$ cat config.mk
export PLATFORM = sky130hd
export DESIGN_NAME = div_share_ctrl
export DESIGN_NICKNAME = d
export VERILOG_FILES = /design/src/rtl/div_share_ctrl_pkg.sv /design/src/rtl/div_sign_fix.sv /design/src/rtl/div_share_ctrl.sv
export SDC_FILE = /design/constraint.sdc
export NUM_CORES = 1
export LEC_CHECK = 0
export ABC_AREA = 1
export CAP_MARGIN = 20
export CELL_PAD_IN_SITES_DETAIL_PLACEMENT = 0
export CELL_PAD_IN_SITES_GLOBAL_PLACEMENT = 1
export CORE_MARGIN = 2
export CORE_UTILIZATION = 30
export CTS_BUF_LIST = sky130_fd_sc_hd__clkbuf_8
export DETAILED_ROUTE_END_ITERATION = 6
export PLACE_DENSITY_LB_ADDON = 0.1
export SETUP_SLACK_MARGIN = 0.15
export SLEW_MARGIN = 0
export SYNTH_ARGS = -nofsm -noshare
export SYNTH_HDL_FRONTEND = slang
export SYNTH_SLANG_ARGS = --single-unit
$ cat constraint.sdc
create_clock -name clk -period 1.5 [get_ports clk]
set_input_delay 0.15 -clock clk [delete_from_list [all_inputs] [get_ports clk]]
set_output_delay 0.15 -clock clk [all_outputs]
set_load 0.05 [all_outputs]
$ cat src/rtl/div_share_ctrl_pkg.sv
// div_share_ctrl_pkg: state encodings shared by the divider sequencer
package div_share_ctrl_pkg;

    typedef enum logic [4:0] {
        DIV_STATE_IDLE  = 5'b00001,
        DIV_STATE_ISSUE = 5'b00010,
        DIV_STATE_WAIT  = 5'b00100,
        DIV_STATE_DONE  = 5'b01000,
        DIV_STATE_DRAIN = 5'b10000
    } div_state_e;

endpackage

$ cat src/rtl/div_sign_fix.sv
// div_sign_fix: conditional two's-complement negate, used for operand magnitudes and result sign fixup
module div_sign_fix #(
    parameter int WIDTH = 32
) (
    input  logic [WIDTH-1:0] din,
    input  logic             neg,
    output logic [WIDTH-1:0] dout
);

    assign dout = neg ? -din : din;

endmodule

$ cat src/rtl/div_share_ctrl.sv
// div_share_ctrl: sequences one shared unsigned divider IP for signed and unsigned divide/modulo ops
module div_share_ctrl
    import div_share_ctrl_pkg::*;
#(
    parameter int WIDTH = 32
) (
    input  logic               clk,
    input  logic               resetn,
    input  logic               in_valid,
    output logic               in_ready,
    input  logic               in_signed,
    input  logic [WIDTH-1:0]   in_src1,
    input  logic [WIDTH-1:0]   in_src2,
    input  logic               flush,
    output logic               out_valid,
    input  logic               out_ready,
    output logic [WIDTH-1:0]   out_quot,
    output logic [WIDTH-1:0]   out_rem,
    output logic [WIDTH-1:0]   ip_dividend_tdata,
    output logic               ip_dividend_tvalid,
    input  logic               ip_dividend_tready,
    output logic [WIDTH-1:0]   ip_divisor_tdata,
    output logic               ip_divisor_tvalid,
    input  logic               ip_divisor_tready,
    input  logic [2*WIDTH-1:0] ip_dout_tdata,
    input  logic               ip_dout_tvalid
);

    div_state_e state, state_n;
    logic s1, s2, dvd_done, dvs_done, cancel;
    logic dvd_hs, dvs_hs, dvd_all, dvs_all, accept;
    logic [WIDTH-1:0] mag1, mag2, quot, rem, src1_mag, src2_mag, q_fix, r_fix;

    div_sign_fix #(.WIDTH(WIDTH)) u_fix_src1 (.din(in_src1), .neg(in_signed & in_src1[WIDTH-1]), .dout(src1_mag));
    div_sign_fix #(.WIDTH(WIDTH)) u_fix_src2 (.din(in_src2), .neg(in_signed & in_src2[WIDTH-1]), .dout(src2_mag));
    div_sign_fix #(.WIDTH(WIDTH)) u_fix_quot (.din(ip_dout_tdata[2*WIDTH-1:WIDTH]), .neg(s1 ^ s2), .dout(q_fix));
    div_sign_fix #(.WIDTH(WIDTH)) u_fix_rem  (.din(ip_dout_tdata[WIDTH-1:0]), .neg(s1), .dout(r_fix));

    assign in_ready           = (state == DIV_STATE_IDLE) && !flush;
    assign accept             = in_valid && in_ready;
    assign out_valid          = state == DIV_STATE_DONE;
    assign out_quot           = quot;
    assign out_rem            = rem;
    assign ip_dividend_tdata  = mag1;
    assign ip_divisor_tdata   = mag2;
    assign ip_dividend_tvalid = (state == DIV_STATE_ISSUE) && !dvd_done;
    assign ip_divisor_tvalid  = (state == DIV_STATE_ISSUE) && !dvs_done;
    assign dvd_hs             = ip_dividend_tvalid && ip_dividend_tready;
    assign dvs_hs             = ip_divisor_tvalid && ip_divisor_tready;
    assign dvd_all            = dvd_done || dvd_hs;
    assign dvs_all            = dvs_done || dvs_hs;

    // Next state: flush wins over in_valid/out_ready; a half-issued op must still finish issuing and be drained
    always_comb begin
        state_n = state;
        case (state)
            DIV_STATE_IDLE:  if (accept) state_n = (in_src2 == '0) ? DIV_STATE_DONE : DIV_STATE_ISSUE;
            DIV_STATE_ISSUE: if (dvd_all && dvs_all) state_n = (cancel || flush) ? DIV_STATE_DRAIN : DIV_STATE_WAIT;
                             else if (flush && !dvd_all && !dvs_all) state_n = DIV_STATE_IDLE;
            DIV_STATE_WAIT:  if (flush) state_n = ip_dout_tvalid ? DIV_STATE_IDLE : DIV_STATE_DRAIN;
                             else if (ip_dout_tvalid) state_n = DIV_STATE_DONE;
            DIV_STATE_DONE:  if (flush || out_ready) state_n = DIV_STATE_IDLE;
            DIV_STATE_DRAIN: if (ip_dout_tvalid) state_n = DIV_STATE_IDLE;
            default:         state_n = DIV_STATE_IDLE;
        endcase
    end

    // State register
    always_ff @(posedge clk) begin
        if (!resetn) state <= DIV_STATE_IDLE;
        else state <= state_n;
    end

    // Operand latch, per-channel handshake tracking and signed result capture
    always_ff @(posedge clk) begin
        if (!resetn) begin
            s1       <= 1'b0;
            s2       <= 1'b0;
            dvd_done <= 1'b0;
            dvs_done <= 1'b0;
            cancel   <= 1'b0;
            mag1     <= '0;
            mag2     <= '0;
            quot     <= '0;
            rem      <= '0;
        end else begin
            if (accept) begin
                s1       <= in_signed & in_src1[WIDTH-1];
                s2       <= in_signed & in_src2[WIDTH-1];
                mag1     <= src1_mag;
                mag2     <= src2_mag;
                dvd_done <= 1'b0;
                dvs_done <= 1'b0;
                cancel   <= 1'b0;
                quot     <= '1;
                rem      <= in_src1;
            end
            if (state == DIV_STATE_ISSUE) begin
                dvd_done <= dvd_all;
                dvs_done <= dvs_all;
                cancel   <= cancel | flush;
            end
            if ((state == DIV_STATE_WAIT) && ip_dout_tvalid && !flush) begin
                quot <= q_fix;
                rem  <= r_fix;
            end
        end
    end

endmodule

* After elaboration in Yosys (flattened, before gate mapping)
Index checks and enable logic that the tools add are counted.
** Storage, ports and cells
- Register bits :: 138
- Bits of input ports :: 137
** Cells by class
- Add/subtract/negate cells :: 4
- Eq/ne operators :: 10
- Muxes and demuxes :: 23
- Bitwise logic cells :: 4
- Reduce and logical (&&, ||, !) cells :: 24
** Operators by type and width (count)
- $mux W32 :: 8
- $neg A32 Y32 :: 4
- $mux W5 :: 9
- $logic_not A32 Y1 :: 1
- $pmux W5 S5 :: 1
- $logic_and A1 B1 Y1 :: 11
- $eq A5 B1 Y1 const B :: 1
- $eq A5 B2 Y1 const B :: 1
- $eq A5 B3 Y1 const B :: 1
- $eq A5 B4 Y1 const B :: 1
- $eq A5 B5 Y1 const B :: 1
- $logic_not A1 Y1 :: 5
- $reduce_and A5 Y1 :: 1
- $logic_or A1 B1 Y1 :: 4
- $mux W1 :: 4
- $mux W4 :: 1
- $ne A2 B2 Y1 const B :: 2
- $reduce_bool A2 Y1 :: 2
- $ne A3 B1 Y1 const B :: 1
- $ne A3 B3 Y1 const B :: 1
- $and A1 B1 Y1 :: 2
- $ne A2 B1 Y1 const B :: 1
- $or A1 B1 Y1 :: 1
- $xor A1 B1 Y1 :: 1

* Depth between registers and ports, before layout
Gate-level depths: netlist (run 1).
- Word-level depth :: 10
- Gate-level depth with buffers :: 14
- Mapped depth without buffers :: 14

* Cells and area by module
Synthesis (run 1) repeated with hierarchy kept, for this count alone.
** Unflattened totals
- Cell total of the unflattened synthesis :: 1679
- Area, all modules :: 9733.1 um^2
** By module, submodules not included
- div_share_ctrl :: instances 1, cells an instance 779, area each 5524.0 um^2
- div_sign_fix :: instances 4, cells an instance 225, area each 1052.3 um^2

* Least setup slack after synthesis (run 1)
Ideal clock, no wire load.
- Path kind :: reg2reg
- Start point :: reg state[0]
- End point :: reg state[0]
- Setup time :: 0.133 ns
- Arrival :: 2.116 ns
- Data required time :: 1.367 ns
- Path slack :: -0.749 ns
- Stages on the path, launching flop included :: 9
- Clock period less this slack :: 2.249 ns
- Cells stage by stage :: dfxtp_1 nor2_2 nand2_1 nor3_1 nand2_1 nand2_1 nor2_1 nand3_1 nand3_1
** Between the ends
- Elaborated cells on any way between the ends :: 26
** RTL lines
- start: declaration :: RTL line div_share_ctrl.sv:29 : div_state_e state, state_n;
- start signal: assignment :: RTL line div_share_ctrl.sv:71 : else state <= state_n;
- $eq A5 B4 Y1 (*)
- net out_valid :: RTL line div_share_ctrl.sv:15 : output logic out_valid,
- $ne A2 B1 Y1 (no line)
- $reduce_and A5 Y1 (no line)
Mark *: on every way through the listed nets, which the timed path passes. The rest lies on a longest branch.
A chain may end at the register's enable or synchronous reset.

* Worst setup path after layout (run 1)
- Start point :: reg state[2]
- End point :: out in_ready
** Between the ends
- Cells in the longest elaborated chain, start to end :: 2
** Ends and longest elaborated chain
- $eq A5 B1 Y1 :: RTL line div_share_ctrl.sv:39 : assign in_ready = (state == DIV_STATE_IDLE) && !flush;
- $logic_and A1 B1 Y1 :: RTL line div_share_ctrl.sv:39
- end: declaration :: RTL line div_share_ctrl.sv:10 : output logic in_ready,
No other way between the ends.

==> flow_summary_export.csv, run 1 <==
group,metric,value,unit
status,run_status,"complete, but fails checks",
status,violations,"setup timing",
cts,clkSinkCount,138,
cts,clk_latency,0.46,ns
place,io_buffers,268,
sta,slew_headroom,62.8,%
drt,wl_per_cell,15.9,um
power,switching_share,43.2,%
worst_setup_path,start_kind,"flop",
finish,final_common_cell,"buf_4",
die,initial_core_util,30.2,%
sta,fin_tns_setup,-25.02,ns
worst_setup_path,rrSetupSlack,-0.27,ns
worst_setup_path,endpoint_kind,"output port",
place,dp_slack,-0.630,ns
global_routing,grt_pass1_wl,57.1,mm
die,io_pins,269,
global_routing,grt_antenna_before_repair,5,
sta,drv_slew,0,
cts,cts_buffers,17,
sta,fmax,561,MHz
flow_run,max-cap-violations,0,
cts,cts_tree,"built",
power,intPower,0.00930,W
worst_setup_path,crit_type,"flop to output port",
finish,multi_input_area,0.00596,sq mm
drt,ant_nets,0,
place,place_area,0.0139,sq mm
cts,holdBufCountCts,0,
yosys,ys.flop_type,"dfxtp_1",
power,power_switching,0.00708,W
drt,firstDrtPassIters,5,
sta,min_period_over_period,119,%
power,combPwrFrac,52.3,%
sta,finClkSkew,0.0201,ns
worst_setup_path,required,1.35,ns
die,rows,63,
sta,finalSetupViolCount,142,
worst_hold_path,hold_class,"input pin to flop",
yosys,synth_warnings,0,
finish,register_area,0.00277,sq mm
worst_setup_path,crit_arrival,1.63,ns
die,die_y,176,um
finish,areaGrowthSynthToFinish,76.9,%
cts,htree_num_levels,4,
finish,post-route-util,53.5,%
place,gp_congestion,0.917,
finish,fin_area,0.0158,sq mm
drt,vias_per_cell,4.74,
yosys,syn_area,0.00891,sq mm
global_routing,track_usage,23.5,%
power,clock_power_share,19.3,%
drt,drcViolationCount,0,
place,hpwl,28.7,mm
worst_setup_path,cp_max_fo,3,
power,p_total,0.0164,W
power,pwr_density_cell,1040,mW/mm^2
global_routing,grt_max_degree,68,
cts,clockBufferDepth,2,
finish,fin_nets,2186,
yosys,synth_area_per_cell,6.07,sq um
die,fp.dieW,176,um
drt,drt_iter0_drc,690,
cts,clk_pin_slew,0.09,ns
yosys,synth-seq-cells,138,
sta,max_slew.worst_pin.slew,0.558,ns
yosys,yosysUniqueCellTypes,51,
finish,nFillCells,2978,
power,power_leakage,7.38,nW
yosys,synth_edf_count,0,
yosys,synth_nets,1609,
sta,hold_violations,0,
yosys,syn_inst,1468,
power,ir_drop,0.000596,V
drt,routed_wl,38.9,mm
global_routing,grt_pass1_vias,11000,
die,die-area,0.0311,sq mm
finish,layout_common_cells,"416 x buf_4, 373 x nand2_1, 174 x nor2_1, 154 x inv_1, 134 x clkdlybuf4s50_1",
yosys,async_flop_share,0,%
drt,vias,11600,
global_routing,grt_overflow,0,
cts,cts-root-buf,"clkbuf_8",
finish,drive_gt1_share,33.1,%
yosys,synth_seq_area_share,31.0,%
die,core_area,0.0295,sq mm
sta,setup_slack,-0.281,ns
sta,rsz0062_at_grt,"yes",
power,pwr-share-seq,28.3,%
sta,finalCriticalPeriod,1.78,ns
## synth_stat cells (2+ instances only)
cell type	count	area, sq um
nand2_1	402	1510
nor2_1	196	736
inv_1	157	589
dfxtp_1	138	2760
o21ai_0	128	641
nand3_1	106	531
a21oi_1	98	490
xor2_1	37	324
buf_2	27	135
clkbuf_1	25	93.8
nand4_1	19	119
nor3_1	18	90.1
o211ai_1	15	113
a31oi_1	14	87.6
or2_2	9	56.3
xnor2_1	8	70.1
nand3b_1	6	45.0
nor2_4	5	56.3
ha_1	4	50.1
inv_2	4	15.0
o21bai_1	4	30.0
o31ai_1	4	30.0
a21boi_0	3	22.5
nor2_2	3	18.8
o21ai_1	3	15.0
o221ai_1	3	26.3
a211oi_1	2	15.0
buf_1	2	7.51
buf_4	2	15.0
clkinv_1	2	7.51
nand2_4	2	22.5
nor4_1	2	12.5
or2_0	2	12.5
## per-stage QoR
| stage | instances | hold slack, ns |
|---|---|---|
| after global placement | 2366 | 0.452 |
| after global routing | 2448 | 0.186 |
| after detailed placement | 2366 | 0.456 |
| after CTS | 2415 | 0.164 |
| final | 2451 | 0.189 |
| after floorplan | 1468 | 0.245 |
## layout make-up
cell class	count	area share, %
Clock buffer	17	1.48
Multi-Input combinational cell	1113	37.8
Inverter	163	3.93
Antenna cell	3	0.0476
Clock inverter	15	0.937
Timing Repair Buffer	612	35.1
Sequential cell	138	17.6
Tap cell	390	3.10
## layer usage
metal / track usage (%) / part of all wire, %
met1: 29.6 / 45
met2: 39.3 / 47
met3: 5.36 / 6.0
met4: 8.44 / 2.8
met5: 0 / 0.069
## final timing paths
check | to | start | depth (start not counted)
setup / recovery | in_ready | state[2] | 6
hold / removal | out_quot[10] | resetn | 4
setup reg to reg | ip_dividend_tdata[12] | state[2] | 9
hold reg to reg | out_rem[27] | out_rem[27] | 2
## power groups by stage
stage | Combinational [W] | Clock, W | Sequential, W
floorplan | 0.00236 | 0 | 0.00646
global placement | 0.00706 | 0 | 0.00467
detailed placement | 0.00709 | 0 | 0.00467
CTS | 0.00766 | 0.00327 | 0.00461
global route | 0.00915 | 0.00342 | 0.00470
finish | 0.00858 | 0.00317 | 0.00464
## what timing repair did
item | CTS | global route
cloned | 5 | 14
setup endpoints to repair | 142 | 142
buffers inserted | 12 | 19
pin swaps | 11 | 38
gates resized for setup | 110 | 151
## worst max-delay path, cell delays in order (launching register included)
cell and delay, ns:
dfxtp_4 0.37, nor2_4 0.14, nand4_4 0.14, nor2_4 0.17
buf_4 0.13, buf_4 0.11, buf_12 0.12
## logic make-up (layout without fill, tap and decap cells)
kind of cell	Yosys count	count (layout)	share of synthesized area, %
XOR/XNOR	45	45	4.42
other	0	3	0
adder cells (fa/ha/maj)	4	4	0.562
AND/OR/NAND/NOR	780	784	37.1
AO/OA/AOI/OAI	280	280	17.1
flip-flops	138	138	31.0
buffers and inverters	221	807	9.87
## state kept, by name, summed over array words and instances (netlist names)
name / flops
s2: 1
dvd_done: 1
ip_divisor_tdata: 32
dvs_done: 1
out_quot: 32
out_rem: 32
cancel: 1
state: 5
s1: 1
ip_dividend_tdata: 32
(Power assumes the default switching activity.)
==> inputs of run 2 (changes only) <==
--- a/config.mk
+++ b/config.mk
@@ -15,7 +15,6 @@
 export DETAILED_ROUTE_END_ITERATION = 6
 export PLACE_DENSITY_LB_ADDON = 0.1
 export SETUP_SLACK_MARGIN = 0.15
-export SLEW_MARGIN = 0
 export SYNTH_ARGS = -nofsm -noshare
 export SYNTH_HDL_FRONTEND = slang
 export SYNTH_SLANG_ARGS = --single-unit
==> results of run 2 <==
Same layout as run 1: the final DEF is identical, and so are final timing and power.
